===== config.mk =====
export PLATFORM = sky130hd
export DESIGN_NAME = b13_serial_rx
export DESIGN_NICKNAME = d
export VERILOG_FILES = /design/src/rtl/b13_serial_rx.sv
export SDC_FILE = /design/constraint.sdc
export NUM_CORES = 1
export LEC_CHECK = 0
export ABC_AREA = 0
export BUFFER_PORTS_ARGS = -buffer_cell sky130_fd_sc_hd__buf_2
export CAP_MARGIN = 10
export CELL_PAD_IN_SITES_DETAIL_PLACEMENT = 1
export CELL_PAD_IN_SITES_GLOBAL_PLACEMENT = 1
export CORE_MARGIN = 5
export CORE_UTILIZATION = 39
export DETAILED_ROUTE_END_ITERATION = 7
export GPL_ROUTABILITY_DRIVEN = 0
export MAX_ROUTING_LAYER = met4
export PLACE_DENSITY_LB_ADDON = 0.1
export SLEW_MARGIN = 5
export SYNTH_ARGS = -nofsm -noshare
export SYNTH_HDL_FRONTEND = slang
export SYNTH_SLANG_ARGS = --single-unit

===== constraint.sdc =====
create_clock -name clock -period 1.9 [get_ports clock]
set_input_delay 0.38 -clock clock [delete_from_list [all_inputs] [get_ports clock]]
set_output_delay 0.38 -clock clock [all_outputs]
set_load 0.02 [all_outputs]

===== src/rtl/b13_serial_rx.sv =====
// b13_serial_rx: receiver for the b13 transmitter line. Samples one symbol
// every BIT_PERIOD clocks after the start pulse (8 data bits MSB first, then
// stop) and presents the byte on a valid/ack register with error flags.
//
// state | meaning
// ------+------------------------------------------------------------
// IDLE  | line idle, waiting for a 0 sample (start pulse)
// DATA  | counting bit periods, shifting in the eight data bits
// STOP  | one more bit period, then check stop and hand off the byte
module b13_serial_rx #(
  parameter int BIT_PERIOD = 106,
  parameter int CNT_W      = 10
) (
  input  logic       clock,
  input  logic       reset,
  input  logic       serial_in,
  input  logic       rx_ack,
  output logic [7:0] rx_data,
  output logic       rx_valid,
  output logic       rx_end,
  output logic       frame_err,
  output logic       overrun,
  output logic       dsr,
  output logic       busy
);

  typedef enum logic [1:0] {
    IDLE = 2'd0,
    DATA = 2'd1,
    STOP = 2'd2
  } state_t;

  localparam logic [CNT_W-1:0] LAST_CNT = CNT_W'(BIT_PERIOD - 1);

  state_t             state_q, state_d;
  logic [CNT_W-1:0]   cnt_q, cnt_d;
  logic [3:0]         idx_q, idx_d;
  logic [7:0]         shift_q, shift_d;
  logic [7:0]         rx_data_q, rx_data_d;
  logic               rx_valid_q, rx_valid_d;
  logic               rx_end_q, rx_end_d;
  logic               frame_err_q, frame_err_d;
  logic               overrun_q, overrun_d;

  logic               sample_edge;
  logic               load_byte;

  assign sample_edge = (cnt_q == LAST_CNT);

  // Next-state and next-output computation for the whole receiver.
  always_comb begin
    state_d     = state_q;
    cnt_d       = cnt_q;
    idx_d       = idx_q;
    shift_d     = shift_q;
    rx_data_d   = rx_data_q;
    rx_valid_d  = rx_valid_q;
    rx_end_d    = 1'b0;
    frame_err_d = frame_err_q;
    overrun_d   = overrun_q;
    load_byte   = 1'b0;

    case (state_q)
      IDLE: begin
        if (!serial_in) begin
          cnt_d   = '0;
          idx_d   = '0;
          state_d = DATA;
        end
      end

      DATA: begin
        if (sample_edge) begin
          shift_d = {shift_q[6:0], serial_in};
          cnt_d   = '0;
          idx_d   = idx_q + 4'd1;
          if (idx_q == 4'd7) begin
            state_d = STOP;
          end
        end else begin
          cnt_d = cnt_q + 1'b1;
        end
      end

      STOP: begin
        if (sample_edge) begin
          cnt_d    = '0;
          rx_end_d = 1'b1;
          state_d  = IDLE;
          if (!serial_in) begin
            // Bad stop: byte thrown away, holding register left alone.
            frame_err_d = 1'b1;
          end else begin
            frame_err_d = 1'b0;
            if (!rx_valid_q || rx_ack) begin
              load_byte  = 1'b1;
              rx_data_d  = shift_q;
              rx_valid_d = 1'b1;
              overrun_d  = 1'b0;
            end else begin
              overrun_d = 1'b1;
            end
          end
        end else begin
          cnt_d = cnt_q + 1'b1;
        end
      end

      default: begin
        state_d = IDLE;
      end
    endcase

    // A consumer ack frees the register unless a new byte lands on the same edge.
    if (rx_valid_q && rx_ack && !load_byte) begin
      rx_valid_d = 1'b0;
    end
  end

  // State and output registers with synchronous reset.
  always_ff @(posedge clock) begin
    if (reset) begin
      state_q     <= IDLE;
      cnt_q       <= '0;
      idx_q       <= '0;
      shift_q     <= '0;
      rx_data_q   <= '0;
      rx_valid_q  <= 1'b0;
      rx_end_q    <= 1'b0;
      frame_err_q <= 1'b0;
      overrun_q   <= 1'b0;
    end else begin
      state_q     <= state_d;
      cnt_q       <= cnt_d;
      idx_q       <= idx_d;
      shift_q     <= shift_d;
      rx_data_q   <= rx_data_d;
      rx_valid_q  <= rx_valid_d;
      rx_end_q    <= rx_end_d;
      frame_err_q <= frame_err_d;
      overrun_q   <= overrun_d;
    end
  end

  assign rx_data   = rx_data_q;
  assign rx_valid  = rx_valid_q;
  assign rx_end    = rx_end_q;
  assign frame_err = frame_err_q;
  assign overrun   = overrun_q;
  assign busy      = (state_q != IDLE);
  // Ready only when idle with an empty holding register, and never in reset.
  assign dsr       = ~reset & (state_q == IDLE) & ~rx_valid_q;

endmodule


* Word-level counts from Yosys, hierarchy flattened *
Cells that the tools add are included.

storage, ports and cells
  output and inout bits = 14
  logic and storage cells = 61
  input port bits = 4
  flip-flop bits (word level) = 36

cells by class
  reductions and logical operators = 19
  equal/unequal tests = 8
  add/subtract/negate cells = 2
  mux-type cells = 18
  bitwise logic cells = 5

operators with widths
  cell                     number
  $mux W10                 2
  $pmux W10 S2             1
  $add A10 B1 Y10 const B  1
  $eq A10 B7 Y1 const B    1
  $mux W2                  4
  $mux W4                  2
  $ne A2 B2 Y1 const B     4
  $pmux W4 S2              1
  $reduce_and A4 Y1        2
  $mux W1                  7
  $pmux W2 S3              1
  $reduce_and A2 Y1        3
  $reduce_and A3 Y1        2
  $reduce_bool A2 Y1       3
  $reduce_or A2 Y1         3
  $add A4 B1 Y4 const B    1
  $eq A4 B3 Y1 const B     1
  $not A1 Y1               3
  $and A1 B1 Y1            2
  $eq A2 B1 Y1 const B     1
  $eq A2 B2 Y1 const B     1
  $logic_and A1 B1 Y1      2
  $logic_not A1 Y1         2
  $logic_not A2 Y1         1
  $logic_or A1 B1 Y1       1

* Depth between registers and ports, before layout *
  depth in word-level cells = 9
  gate-level depth with buffers = 8
  mapped depth without buffers = 6

* Least setup slack after synthesis *
No wires, ideal clock.

  path type = flip-flop to flip-flop
  from = register state_q[0]
  to = register cnt_q[7]
  slack = 0.086 ns
  arrival time = 1.740 ns
  setup time = 0.073 ns
  stages on the path, launching flop included = 7
  cells stage by stage = dfxtp_1 inv_1 ha_1 nor2b_1 nor2_1 or4_1 a21oi_1

between the ends
  longest elaborated chain between the ends = 4

RTL lines
  element                                       RTL line  source
  from (decl)                                   35        state_t state_q, state_d;
  from (signal assigned)                        133       state_q <= state_d;
  $eq A2 B2 Y1 or $eq A2 B1 Y1 (tied branches)  63        case (state_q)
  $reduce_or A2 Y1 (no source line)             n/a
  $reduce_bool A2 Y1 (no source line)           n/a
  $reduce_and A2 Y1 (no source line)            n/a
  to (signal assigned)                          134       cnt_q <= cnt_d;
  to (decl)                                     36        logic [CNT_W-1:0] cnt_q, cnt_d;

Several ways; a longest one is shown, not always the timed one.
A chain may end at the register's enable or synchronous reset.

* Worst setup path in the final report *
  from = register state_q[0]
  to = output dsr

between the ends
  longest elaborated chain between the ends = 3

RTL lines
  element                      RTL line  source
  $logic_not A2 Y1             152       assign dsr = ~reset & (state_q == IDLE) & ~rx_valid_q;
  $and A1 B1 Y1 (2 in series)  152
  to (decl)                    23        output logic dsr,

Every way passes these cells.

==> run metrics <==
status complete, no violations; Final #Nets about 240; Highest Clock Rate 565 MHz; synthesis warning total 0; met2 track demand over resource 27.3%; number of hold violations in the final report 0; top_reg_cell synth sky130_fd_sc_hd__dfxtp_1; Critical Setup Path Class flip-flop to output port; met1 GRT Util 20.2%; type of origin of the critical path flip-flop; internal cell power roughly 1200 uW; Tightest Hold Check Type input port to flip-flop; I/O pin count 18; std cell rows 24; number of global-route vias before repair roughly 1,700; actual slew at the worst max-slew pin roughly 470 ps; share of the yosys chip area belonging to registers 41.3%; vertical extent of the die 76.9 um; Max Buffers Root-to-Sink 2; TritonCTS buffer count 5; maximum capacitance violations 0; largest area contributor in the netlist sky130_fd_sc_hd__dfxtp_1; cts hold-fix bufs 0; worst endpoint required time between 1500 and 2000 ps; initial antenna violation count 0; Data arrival, critical path between 1000 and 1500 ps; pins over their slew limit 0; effective utilization at floorplan 40.1%; Reg power frac 43.9%; Clk pwr share 32.4%; Final Critical Period 1770 ps; clock-pin slew on the worst setup and hold paths about 80 ps; CTS root buffer sky130_fd_sc_hd__clkbuf_8; clock latency at the later pin of the worst-skew pair 290 ps; routed length per instance approximately 17 um; synthesis-to-finish area growth 18.3%; Setup Skew between 8 and 9 ps; overall fraction of global-route tracks in use between 15 and 20%; Hold Crit Depth 2; count of flip-flops with a built-in enable after synthesis 0; Synthesized Nets 218; total negative setup slack 0 ps; Floorplan Core Area between 0.004 and 0.005 mm2; post-route ant nets 0; pin count of the biggest net entering global routing 24; Switch Pwr 551 uW; die width 76.9 um; CTS tree built; detailed-route vias per instance about 5.9; post-synthesis async set-or-reset flop share 0%; type of element capturing the critical path output port; final period utilization 93.2%; biggest area contributors in the synthesized netlist sky130_fd_sc_hd__dfxtp_1 (41%), sky130_fd_sc_hd__nand3_1 (8.0%), sky130_fd_sc_hd__a21oi_1 (7.2%); power density over the cells 858 mW/mm2; synthesized area per cell 8.44 um2; CTS H-tree lvls 2; Slew HR between 60% and 70%; cell count after synthesis between 200 and 250; count of buffers from port buffering 17; routing layer with the top usage in global route met2; hpwl dp around 3600 um; worst supply voltage drop on vdd 0.000352 V; final WL approximately 4800 um; count of clock tree sinks 36; met3 usage in global routing under 10%; Combinational Power Share around a quarter; number of failing setup endpoints in the final timing report 0; share of the synthesized area in the top cell type between 40% and 50%; area of the die 0.00592 mm2; path depth of the worst reg2reg path 6; detailed-route DRC error count 0; Congestion Overflow GR 0; setup bufs post-CTS 0; leakage power figure 0.000750 uW; number of vias in the routed layout 1,678; proportion of layout cells with a drive suffix above 1 20.5%; Max Fanout on Critical Path 6; distinct cell type count after synthesis 43; Diodes inserted 0; proportion of total power due to net switching a little under a third; first-pass GRT wire length 8080 um; FF+latch count, synth 36; violation count after the first detailed-routing iteration 54; final core utilization 47.5%; Netlist Area Pre-Place between 0.0015 and 0.002 mm2; Pre-antenna DRT Iters 4
final cells by class:
| type | count | area [um2] |
|---|---|---|
| Fill cell | 527 | 2290 |
| Multi-Input combinational cell | 154 | 986 |
| Sequential cell | 36 | 721 |
| Timing Repair Buffer | 29 | 175 |
| Clock buffer | 7 | 86.3 |
| Tap cell | 52 | 65.1 |
| Inverter | 7 | 26.3 |
| Clock inverter | 1 | 7.51 |
stage by stage:
step	hold WS, ps	total power [uW]	setup slack [ps]	area, um2	cells
finish	355	1770	130	2070	286
detailed placement	459	1170	-46.7	1940	278
CTS	340	1750	37.6	2030	286
global route	351	1870	-19.6	2070	286
global placement	446	1150	78.4	1940	278
floorplan	432	1020	86.5	1750	207
critical path, cell delays in order, from the launching register on:
cell and delay (ps):
sky130_fd_sc_hd__dfxtp_1 330, sky130_fd_sc_hd__inv_1 140, sky130_fd_sc_hd__ha_4 200, sky130_fd_sc_hd__inv_1 70, sky130_fd_sc_hd__nor3_1 170, sky130_fd_sc_hd__buf_2 200
what timing repair did:
item / in CTS / in global routing
setup endpoints to repair: 6 / 7
pin swaps: 0 / 0
gates resized for setup: 1 / 8
routing by layer:
layer	vias up	share of wire, %
li1	820	-
met2	25	50
met5	-	0
met3	13	2.4
met4	0	2.3
met1	820	45
cell families after synthesis:
logic type               Yosys count  share of synthesized area (%)
flip-flops                        36                           41.3
buffers and inverters             17                           4.37
AND/OR/NAND/NOR                   90                           29.4
AO/OA/AOI/OAI                     52                           17.3
multiplexers                       1                          0.573
adder cells (fa/ha/maj)            7                           5.01
XOR/XNOR                           4                           2.01
placed cells by master (no fill, tap or decap), types with 2 or more instances in the layout:
cell | Yosys | final
sky130_fd_sc_hd__o21ai_0 | 11 | 10
sky130_fd_sc_hd__and3_2 | 2 | 2
sky130_fd_sc_hd__and3_1 | 2 | 2
sky130_fd_sc_hd__or3_1 | 2 | 2
sky130_fd_sc_hd__nor3_1 | 2 | 2
sky130_fd_sc_hd__buf_4 | 1 | 12
sky130_fd_sc_hd__o2111ai_1 | 5 | 4
sky130_fd_sc_hd__or4b_1 | 2 | 2
sky130_fd_sc_hd__nand4_1 | 7 | 7
sky130_fd_sc_hd__a31oi_1 | 6 | 6
sky130_fd_sc_hd__or4_1 | 3 | 3
sky130_fd_sc_hd__inv_1 | 7 | 7
sky130_fd_sc_hd__a21oi_1 | 25 | 25
sky130_fd_sc_hd__nor2_1 | 6 | 5
sky130_fd_sc_hd__buf_2 | 1 | 17
sky130_fd_sc_hd__nand2_1 | 20 | 20
sky130_fd_sc_hd__nand3_1 | 28 | 28
sky130_fd_sc_hd__xor2_1 | 4 | 4
sky130_fd_sc_hd__clkbuf_8 | 0 | 6
sky130_fd_sc_hd__ha_1 | 7 | 6
sky130_fd_sc_hd__nor2b_4 | 0 | 2
sky130_fd_sc_hd__dfxtp_1 | 36 | 36
path summary, 6_finish.rpt:
check	slack (ps)	from	to
worst max-delay path	130	state_q[0]	dsr
worst min-delay path	350	reset	rx_valid
worst max register to register	140	state_q[0]	cnt_q[8]
worst min register to register	470	shift_q[7]	shift_q[7]
Yosys cell counts, types with 2 or more instances:
cell type / number
sky130_fd_sc_hd__a21oi_1: 25
sky130_fd_sc_hd__a31oi_1: 6
sky130_fd_sc_hd__and3_1: 2
sky130_fd_sc_hd__and3_2: 2
sky130_fd_sc_hd__clkbuf_1: 7
sky130_fd_sc_hd__dfxtp_1: 36
sky130_fd_sc_hd__ha_1: 7
sky130_fd_sc_hd__inv_1: 7
sky130_fd_sc_hd__nand2_1: 20
sky130_fd_sc_hd__nand3_1: 28
sky130_fd_sc_hd__nand4_1: 7
sky130_fd_sc_hd__nor2_1: 6
sky130_fd_sc_hd__nor2b_1: 2
sky130_fd_sc_hd__nor3_1: 2
sky130_fd_sc_hd__o2111ai_1: 5
sky130_fd_sc_hd__o21ai_0: 11
sky130_fd_sc_hd__or3_1: 2
sky130_fd_sc_hd__or4_1: 3
sky130_fd_sc_hd__or4b_1: 2
sky130_fd_sc_hd__xor2_1: 4
state kept, by name, summed over array words and instances (netlist names):
name and flops:
cnt_q 10, frame_err 1, idx_q 4, rx_end 1, rx_valid 1, state_q 2, overrun 1, shift_q 8
rx_data 8
power groups by stage:
stage | Clock [uW] | Sequential (uW) | Combinational [uW]
after global routing | 633 | 779 | 462
after CTS | 595 | 777 | 377
after detailed placement | 0 | 795 | 371
final | 575 | 777 | 420
after floorplan | 0 | 797 | 224
after global placement | 0 | 793 | 356
Note: power is estimated with default switching activity, not from simulation.
